--- config.mk ---
export PLATFORM = sky130hd
export DESIGN_NAME = xs3_to_bin_seq_flat
export DESIGN_NICKNAME = d
export VERILOG_FILES = /design/src/rtl/xs3_pkg.sv /design/src/rtl/xs3_to_bin_seq_if.sv /design/src/rtl/xs3_digit_decode.sv /design/src/rtl/xs3_to_bin_seq.sv /design/src/flat_wrapper.sv
export SDC_FILE = /design/constraint.sdc
export NUM_CORES = 1
export LEC_CHECK = 0
export ABC_AREA = 1
export CORE_ASPECT_RATIO = 1.2
export CORE_MARGIN = 2
export CORE_UTILIZATION = 60
export DETAILED_ROUTE_END_ITERATION = 7
export GPL_ROUTABILITY_DRIVEN = 0
export PLACE_DENSITY = 0.85
export SLEW_MARGIN = 20
export SYNTH_ARGS = -nofsm -noshare
export SYNTH_HDL_FRONTEND = slang
export SYNTH_SLANG_ARGS = --single-unit
--- constraint.sdc ---
create_clock -name clk -period 4.3 [get_ports clk]
set_clock_uncertainty 0.05 [all_clocks]
set_input_delay 0.86 -clock clk [delete_from_list [all_inputs] [get_ports clk]]
set_output_delay 0.86 -clock clk [all_outputs]
set_load 0.05 [all_outputs]
--- src/rtl/xs3_pkg.sv ---
// Shared Excess-3 constants and converter state encoding.
package xs3_pkg;
    localparam logic [3:0] XS3_OFFSET = 4'd3;
    localparam logic [3:0] XS3_MIN    = 4'd3;
    localparam logic [3:0] XS3_MAX    = 4'd12;

    typedef enum logic [1:0] {
        IDLE = 2'd0,
        CONV = 2'd1,
        DONE = 2'd2
    } state_t;
endpackage

--- src/rtl/xs3_to_bin_seq_if.sv ---
// Handshake bundle between the XS-3 input stage, the converter and the binary datapath.
interface xs3_to_bin_seq_if #(parameter int DIGITS = 4) ();
    localparam int OUT_W = $clog2(10**DIGITS);

    logic                  in_valid;
    logic                  in_ready;
    logic [4*DIGITS-1:0]   in_xs3;
    logic                  out_valid;
    logic                  out_ready;
    logic [OUT_W-1:0]      out_bin;
    logic                  out_err;

    modport slave  (input  in_valid, in_xs3, out_ready,
                    output in_ready, out_valid, out_bin, out_err);
    modport master (output in_valid, in_xs3, out_ready,
                    input  in_ready, out_valid, out_bin, out_err);
endinterface

--- src/rtl/xs3_digit_decode.sv ---
// Maps one XS-3 nibble to its decimal digit; illegal codes yield digit 0 with invalid_o set.
module xs3_digit_decode
    import xs3_pkg::*;
(
    input  logic [3:0] nibble_i,
    output logic [3:0] digit_o,
    output logic       invalid_o
);
    always_comb begin
        invalid_o = (nibble_i < XS3_MIN) || (nibble_i > XS3_MAX);
        digit_o   = invalid_o ? 4'd0 : (nibble_i - XS3_OFFSET);
    end
endmodule

--- src/rtl/xs3_to_bin_seq.sv ---
// Serial multi-digit XS-3 to binary converter: one digit per clock, acc = acc*10 + digit.
module xs3_to_bin_seq
    import xs3_pkg::*;
#(
    parameter int DIGITS = 4
) (
    input  logic             clk,
    input  logic             rst_n,
    xs3_to_bin_seq_if.slave  bus
);
    localparam int OUT_W = $clog2(10**DIGITS);
    localparam int SUM_W = OUT_W + 4;
    localparam int IN_W  = 4 * DIGITS;
    localparam int CNT_W = (DIGITS > 1) ? $clog2(DIGITS) : 1;

    state_t             state_q;
    logic [IN_W-1:0]    sr_q;
    logic [OUT_W-1:0]   acc_q;
    logic [CNT_W-1:0]   cnt_q;
    logic               err_q;
    logic               in_ready_q;
    logic               out_valid_q;
    logic [OUT_W-1:0]   out_bin_q;
    logic               out_err_q;

    logic [3:0]         digit;
    logic               invalid;
    logic [SUM_W-1:0]   acc_ext;
    logic [OUT_W-1:0]   acc_d;
    logic               err_d;

    xs3_digit_decode u_dec (
        .nibble_i  (sr_q[IN_W-1 -: 4]),
        .digit_o   (digit),
        .invalid_o (invalid)
    );

    // acc*10 as (acc<<3)+(acc<<1) in a widened sum; the result always fits back in OUT_W.
    always_comb begin
        acc_ext = {4'b0000, acc_q};
        acc_d   = OUT_W'((acc_ext << 3) + (acc_ext << 1) + SUM_W'(digit));
        err_d   = err_q | invalid;
    end

    always_ff @(posedge clk or negedge rst_n) begin
        if (!rst_n) begin
            state_q     <= IDLE;
            sr_q        <= '0;
            acc_q       <= '0;
            cnt_q       <= '0;
            err_q       <= 1'b0;
            in_ready_q  <= 1'b0;
            out_valid_q <= 1'b0;
            out_bin_q   <= '0;
            out_err_q   <= 1'b0;
        end else begin
            case (state_q)
                IDLE: begin
                    in_ready_q <= 1'b1;
                    if (bus.in_valid && in_ready_q) begin
                        sr_q       <= bus.in_xs3;
                        acc_q      <= '0;
                        err_q      <= 1'b0;
                        cnt_q      <= CNT_W'(DIGITS - 1);
                        in_ready_q <= 1'b0;
                        state_q    <= CONV;
                    end
                end
                CONV: begin
                    acc_q <= acc_d;
                    err_q <= err_d;
                    sr_q  <= sr_q << 4;
                    if (cnt_q == '0) begin
                        out_bin_q   <= acc_d;
                        out_err_q   <= err_d;
                        out_valid_q <= 1'b1;
                        state_q     <= DONE;
                    end else begin
                        cnt_q <= cnt_q - CNT_W'(1);
                    end
                end
                DONE: begin
                    // in_ready stays low this cycle so a word is never taken on the same edge.
                    if (bus.out_ready) begin
                        out_valid_q <= 1'b0;
                        in_ready_q  <= 1'b1;
                        state_q     <= IDLE;
                    end
                end
                default: state_q <= IDLE;
            endcase
        end
    end

    assign bus.in_ready  = in_ready_q;
    assign bus.out_valid = out_valid_q;
    assign bus.out_bin   = out_bin_q;
    assign bus.out_err   = out_err_q;
endmodule
--- src/flat_wrapper.sv ---
// flat-port wrapper written by rule: the top's interface ports become plain ports
module xs3_to_bin_seq_flat import xs3_pkg::*;
#(
    parameter int DIGITS = 4
)
  (clk, rst_n, bus_in_valid, bus_in_xs3, bus_out_ready, bus_in_ready, bus_out_valid, bus_out_bin, bus_out_err);
  xs3_to_bin_seq_if #(.DIGITS(DIGITS)) bus_i ();
  input  logic clk;
  input  logic rst_n;
  input wire logic [$bits(bus_i.in_valid)-1:0] bus_in_valid;
  input wire logic [$bits(bus_i.in_xs3)-1:0] bus_in_xs3;
  input wire logic [$bits(bus_i.out_ready)-1:0] bus_out_ready;
  output wire logic [$bits(bus_i.in_ready)-1:0] bus_in_ready;
  output wire logic [$bits(bus_i.out_valid)-1:0] bus_out_valid;
  output wire logic [$bits(bus_i.out_bin)-1:0] bus_out_bin;
  output wire logic [$bits(bus_i.out_err)-1:0] bus_out_err;
  assign bus_i.in_valid = bus_in_valid;
  assign bus_i.in_xs3 = bus_in_xs3;
  assign bus_i.out_ready = bus_out_ready;
  assign bus_in_ready = bus_i.in_ready;
  assign bus_out_valid = bus_i.out_valid;
  assign bus_out_bin = bus_i.out_bin;
  assign bus_out_err = bus_i.out_err;
  xs3_to_bin_seq #(.DIGITS(DIGITS)) u_core (.clk(clk), .rst_n(rst_n), .bus(bus_i));
endmodule
Word-level counts from Yosys, hierarchy flattened
Index checks and enable logic that the tools add are counted.
- bits in registers: 51
- input port bits: 20
- output and inout bits: 17
- word-level logic and storage cells: 55
- add/subtract/negate cells: 4
- order comparisons: 2
- equality and inequality tests: 6
- multiplexer cells: 20
- bitwise gates (word level): 1
- reductions and logical operators: 13
- operators with widths (operator ; count):
    $pmux 16 s2 ; 1
    $pmux 13 s2 ; 1
    $mux 16 ; 1
    $add 14x14->14 ; 1
    $add 14x4->14 ; 1
    $mux 13 ; 1
    $mux 2 ; 5
    $reduce_and 3->1 ; 3
    $pmux 1 s2 ; 3
    $pmux 2 s3 ; 1
    $reduce_and 2->1 ; 3
    $reduce_bool 2->1 ; 3
    $mux 1 ; 5
    $gt 4x4->1 const B ; 1
    $logic_not 2->1 ; 2
    $lt 4x2->1 const B ; 1
    $mux 4 ; 1
    $ne 2x1->1 const B ; 2
    $ne 2x2->1 const B ; 2
    $pmux 2 s2 ; 1
    $sub 4x2->4 const B ; 1
    $eq 2x1->1 const B ; 1
    $eq 2x2->1 const B ; 1
    $sub 2x1->2 const B ; 1
    3 further kinds ; 3

Logic depth before layout (Yosys ltp)
- depth in word-level cells: 5
- depth in mapped cells: 16
- gate-level depth less buffers: 16

Modules after synthesis
Synthesis repeated with hierarchy kept, for this count alone.
- cell total of the unflattened synthesis: 371
- area, all modules: 3124.2 um^2
- by module, submodules not included (module ; instances ; cells an instance ; area each (um^2) ; seq. area each (um^2)):
    xs3_to_bin_seq ; 1 ; 351 ; 2992.9 ; 1276.2
    xs3_digit_decode ; 1 ; 20 ; 131.4 ; 0.0

Worst setup path after synthesis
No wires, ideal clock.
- kind: register -> register
- start point: register u_core.sr_q[12]
- end point: register u_core.acc_q[10]
- library setup time: 0.126 ns
- data arrival time: 2.384 ns
- data required time: 4.124 ns
- slack: 1.740 ns
- cell stages (with the launch flop): 15
- path buffers: 0
- period minus slack after synthesis: 2.560 ns
- path through: dfrtp_1 > inv_1 > ha_1 > nand3b_1 > nand2_1 > nor2_1 > ha_1 > ha_1 > fa_1 > nand3_1 > nand3_1 > nand2_1 > nand3b_1 > nand3_1 > o21ai_0
- cells in the longest elaborated chain, start to end: 5
- elaborated cells on any way between the ends: 7
- those cells by class: 2 x add/sub; 2 x order compare; 2 x mux; 1 x reduce/logical
- ends and longest elaborated chain (item ; line ; RTL):
    start: declaration ; xs3_to_bin_seq.sv:17 ; logic [IN_W-1:0] sr_q;
    start signal: assignment ; xs3_to_bin_seq.sv:61 ; sr_q <= bus.in_xs3;
    start signal: assignment ; xs3_to_bin_seq.sv:72 ; sr_q <= sr_q << 4;
    $lt 4x2->1 / $gt 4x4->1 (equally long branches) ; xs3_digit_decode.sv:10 ; invalid_o = (nibble_i < XS3_MIN) || (nibble_i > XS3_MAX);
    $logic_or 1x1->1 ; xs3_digit_decode.sv:10 ;
    $mux 4 * ; xs3_digit_decode.sv:11 ; digit_o = invalid_o ? 4'd0 : (nibble_i - XS3_OFFSET);
    $add 14x4->14 * ; xs3_to_bin_seq.sv:41 ; acc_d = OUT_W'((acc_ext << 3) + (acc_ext << 1) + SUM_W'(digit));
    $pmux 13 s2 * ; xs3_to_bin_seq.sv:57 ; case (state_q)
    end signal: assignment ; xs3_to_bin_seq.sv:49 ; acc_q <= '0;
    end signal: assignment ; xs3_to_bin_seq.sv:62 ; acc_q <= '0;
    end signal: assignment ; xs3_to_bin_seq.sv:70 ; acc_q <= acc_d;
    end: declaration ; xs3_to_bin_seq.sv:18 ; logic [OUT_W-1:0] acc_q;
Every way passes the cells marked *; elsewhere a longest branch is shown, timed or not.
A chain may end at the register's enable or synchronous reset.

Final worst setup path
Ends and elaborated chain as after synthesis.

==> results_dict.tcl <==
set metrics [dict create \
    die_y_um 81.22 \
    crit_arrival_ns 3.03 \
    first_pass_iters 4 \
    clk_pin_slew_ns 0.09 \
    vias_per_cell 5.359 \
    min_period_ns 2.890 \
    synthCells 368 \
    clk_latency_ns 0.30 \
    yosys.area.top_type "dfrtp_1" \
    postSynthAreaPerCell_um2 8.102 \
    io_buffers 36 \
    num_rows 28 \
    synth_fp_nets 415 \
    synthArstFlopShare_pct 100.0 \
    drt_iter0_markers 139 \
    antenna_cells 0 \
    synth_area_leaders "dfrtp_1, nand2_1, ha_1" \
    ctsLongestPathBuffers 2 \
    nFillCells 388 \
    post_cts.repair.setup_buffers 0 \
    nets 451 \
    synth_edf_count 0 \
    die_area_mm2 0.005551 \
    min_period_over_period_pct 67.21 \
    path_class "reg2reg" \
    placedCellCount 457 \
    setup_viol 0 \
    root_buffer "clkbuf_8" \
    ios 37 \
    start_util_pct 61.23 \
    synth_area_mm2 0.002982 \
    ys_seq_elements 51 \
    antenna_found_initial 0 \
    die_w_um 68.35 \
    grt_pass1_wl_um 10870 \
    ys_types 28 \
    ant_nets 0 \
    drv_cap 0 \
    min_path_type "reg2reg" \
    final_cell_mix "nand2_1, inv_1, dfrtp_1" \
    path_max_fanout 5 \
    cts_tree "done" \
    slew_violations 0 \
    vias 2492 \
    end_kind "flip-flop" \
    setup-tns-final_ns 0 \
    final_common_cell "nand2_1" \
    wirelength_um 6228 \
    wl_per_cell_um 13.39 \
    synth.yosys.seq_area_share_pct 42.80 \
    slew_headroom_pct 49.14 \
    drc 0 \
    area_growth_pct 15.48 \
    rsz0062_at_grt "false" \
    overflow 0 \
    reg2reg_depth 14 \
    yosys.area.top_type_share_pct 42.80 \
    hold_viol 0 \
    coreArea_mm2 0.004870 \
    placed_cell_area_mm2 0.003362 \
    grt_pass1_vias 2504 \
    yosys_warnings 0 \
    htree_levels 2 \
    max_freq_mhz 346.0 \
    hpwlAfterDp_um 4710 \
    track_usage_pct 26.16 \
    grt_max_degree 52 \
    clock_sinks 51 \
    cts_buffers 5 \
    start_kind "flip-flop" \
    finalInstanceArea_mm2 0.003443 \
    status "finished clean" \
    drive_gt1_share_pct 4.198 \
    cts_resized 0 \
    ys.flop_type "dfrtp_1" \
    hold_buffers 0 \
    whs_path_depth 2 \
    cp.required_ns 4.44 \
    worst_pin_slew_ns 0.7612 \
    fin_cells 465 \
]
[metal layers]
| metal | vias to the layer above | global-route usage, % | wire (µm) |
|---|---|---|---|
| li1 | 1258 | - | - |
| met1 | 1174 | 30.76 | 2568 |
| met2 | 46 | 46.50 | 3325 |
| met3 | 14 | 4.571 | 178 |
| met4 | 0 | 10.20 | 155 |
| met5 | - | 0 | 0 |
[layout make-up]
| type | count | area (µm²) | area share (%) |
|---|---|---|---|
| flip-flops and latches | 51 | 1276 | 37.06 |
| inverters | 56 | 210.2 | 6.105 |
| multi-input cells | 253 | 1438 | 41.75 |
| repair buffers | 37 | 362.8 | 10.54 |
| well taps | 60 | 75.07 | 2.180 |
| clock inverters | 1 | 5.005 | 0.1453 |
| clock buffers | 7 | 76.32 | 2.217 |
[cell usage after synthesis (all sizes together) (6+ instances only)]
master,instances
xor2,6
a21oi,7
nand3,27
inv,56
o21ai,30
nand2,115
o211ai,12
buf,7
nor2,16
dfrtp,51
ha,25
[worst paths after layout]
path | from | to | slack, ns
setup / recovery | u_core.sr_q[12]$_DFFE_PN0P_ | u_core.acc_q[10]$_DFFE_PN0P_ | 1.41
hold / removal | u_core.bus.out_bin[11]$_DFFE_PN0P_ | u_core.bus.out_bin[11]$_DFFE_PN0P_ | 0.44
setup reg to reg | u_core.sr_q[12]$_DFFE_PN0P_ | u_core.acc_q[10]$_DFFE_PN0P_ | 1.41
hold reg to reg | u_core.bus.out_bin[11]$_DFFE_PN0P_ | u_core.bus.out_bin[11]$_DFFE_PN0P_ | 0.44
max in group asynchronous | rst_n | u_core.bus.out_err$_DFFE_PN0P_ | 3.17
min in group asynchronous | rst_n | u_core.bus.out_bin[3]$_DFFE_PN0P_ | 0.61
[critical path: stages (launching register included)]
cell	delay, ns
dfrtp_1	0.42
inv_1	0.08
ha_1	0.21
nand3b_1	0.18
nand2_1	0.16
nor2_1	0.07
ha_1	0.28
ha_1	0.24
fa_1	0.45
nand3_1	0.12
nand3_1	0.11
nand2_1	0.11
nand3b_1	0.11
nand3_1	0.10
o21ai_0	0.08
[metrics by stage]
step / hold WS [ns] / setup slack [ns] / util [%]
global route: 0.4633 / 1.254 / 70.71
global placement: 0.4089 / 1.614 / 69.04
CTS: 0.4402 / 1.408 / 70.71
floorplan: 0.4031 / 1.740 / -
finish: 0.4357 / 1.410 / 70.71
detailed placement: 0.4164 / 1.424 / 69.04
[logic make-up (layout without fill, tap and decap cells)]
kind of cell             after synthesis  after routing  share of synthesized area [%]
XOR/XNOR                               7              7                          2.056
buffers and inverters                 64            101                          8.980
AND/OR/NAND/NOR                      165            165                          23.79
adder cells (fa/ha/maj)               27             27                          11.83
flip-flops                            51             51                          42.80
AO/OA/AOI/OAI                         54             54                          10.53
[registers in the layout (all words and copies together) (netlist names)]
name                  cells
u_core.bus.out_bin       14
u_core.cnt_q              2
u_core.acc_q             13
u_core.state_q            2
u_core.bus.out_err        1
u_core.sr_q              16
u_core.err_q              1
u_core.bus.out_valid      1
u_core.bus.in_ready       1
Power is left out: the tool's default activity adds up to more than one toggle a clock period on the data nets, which glitch-free logic cannot reach.
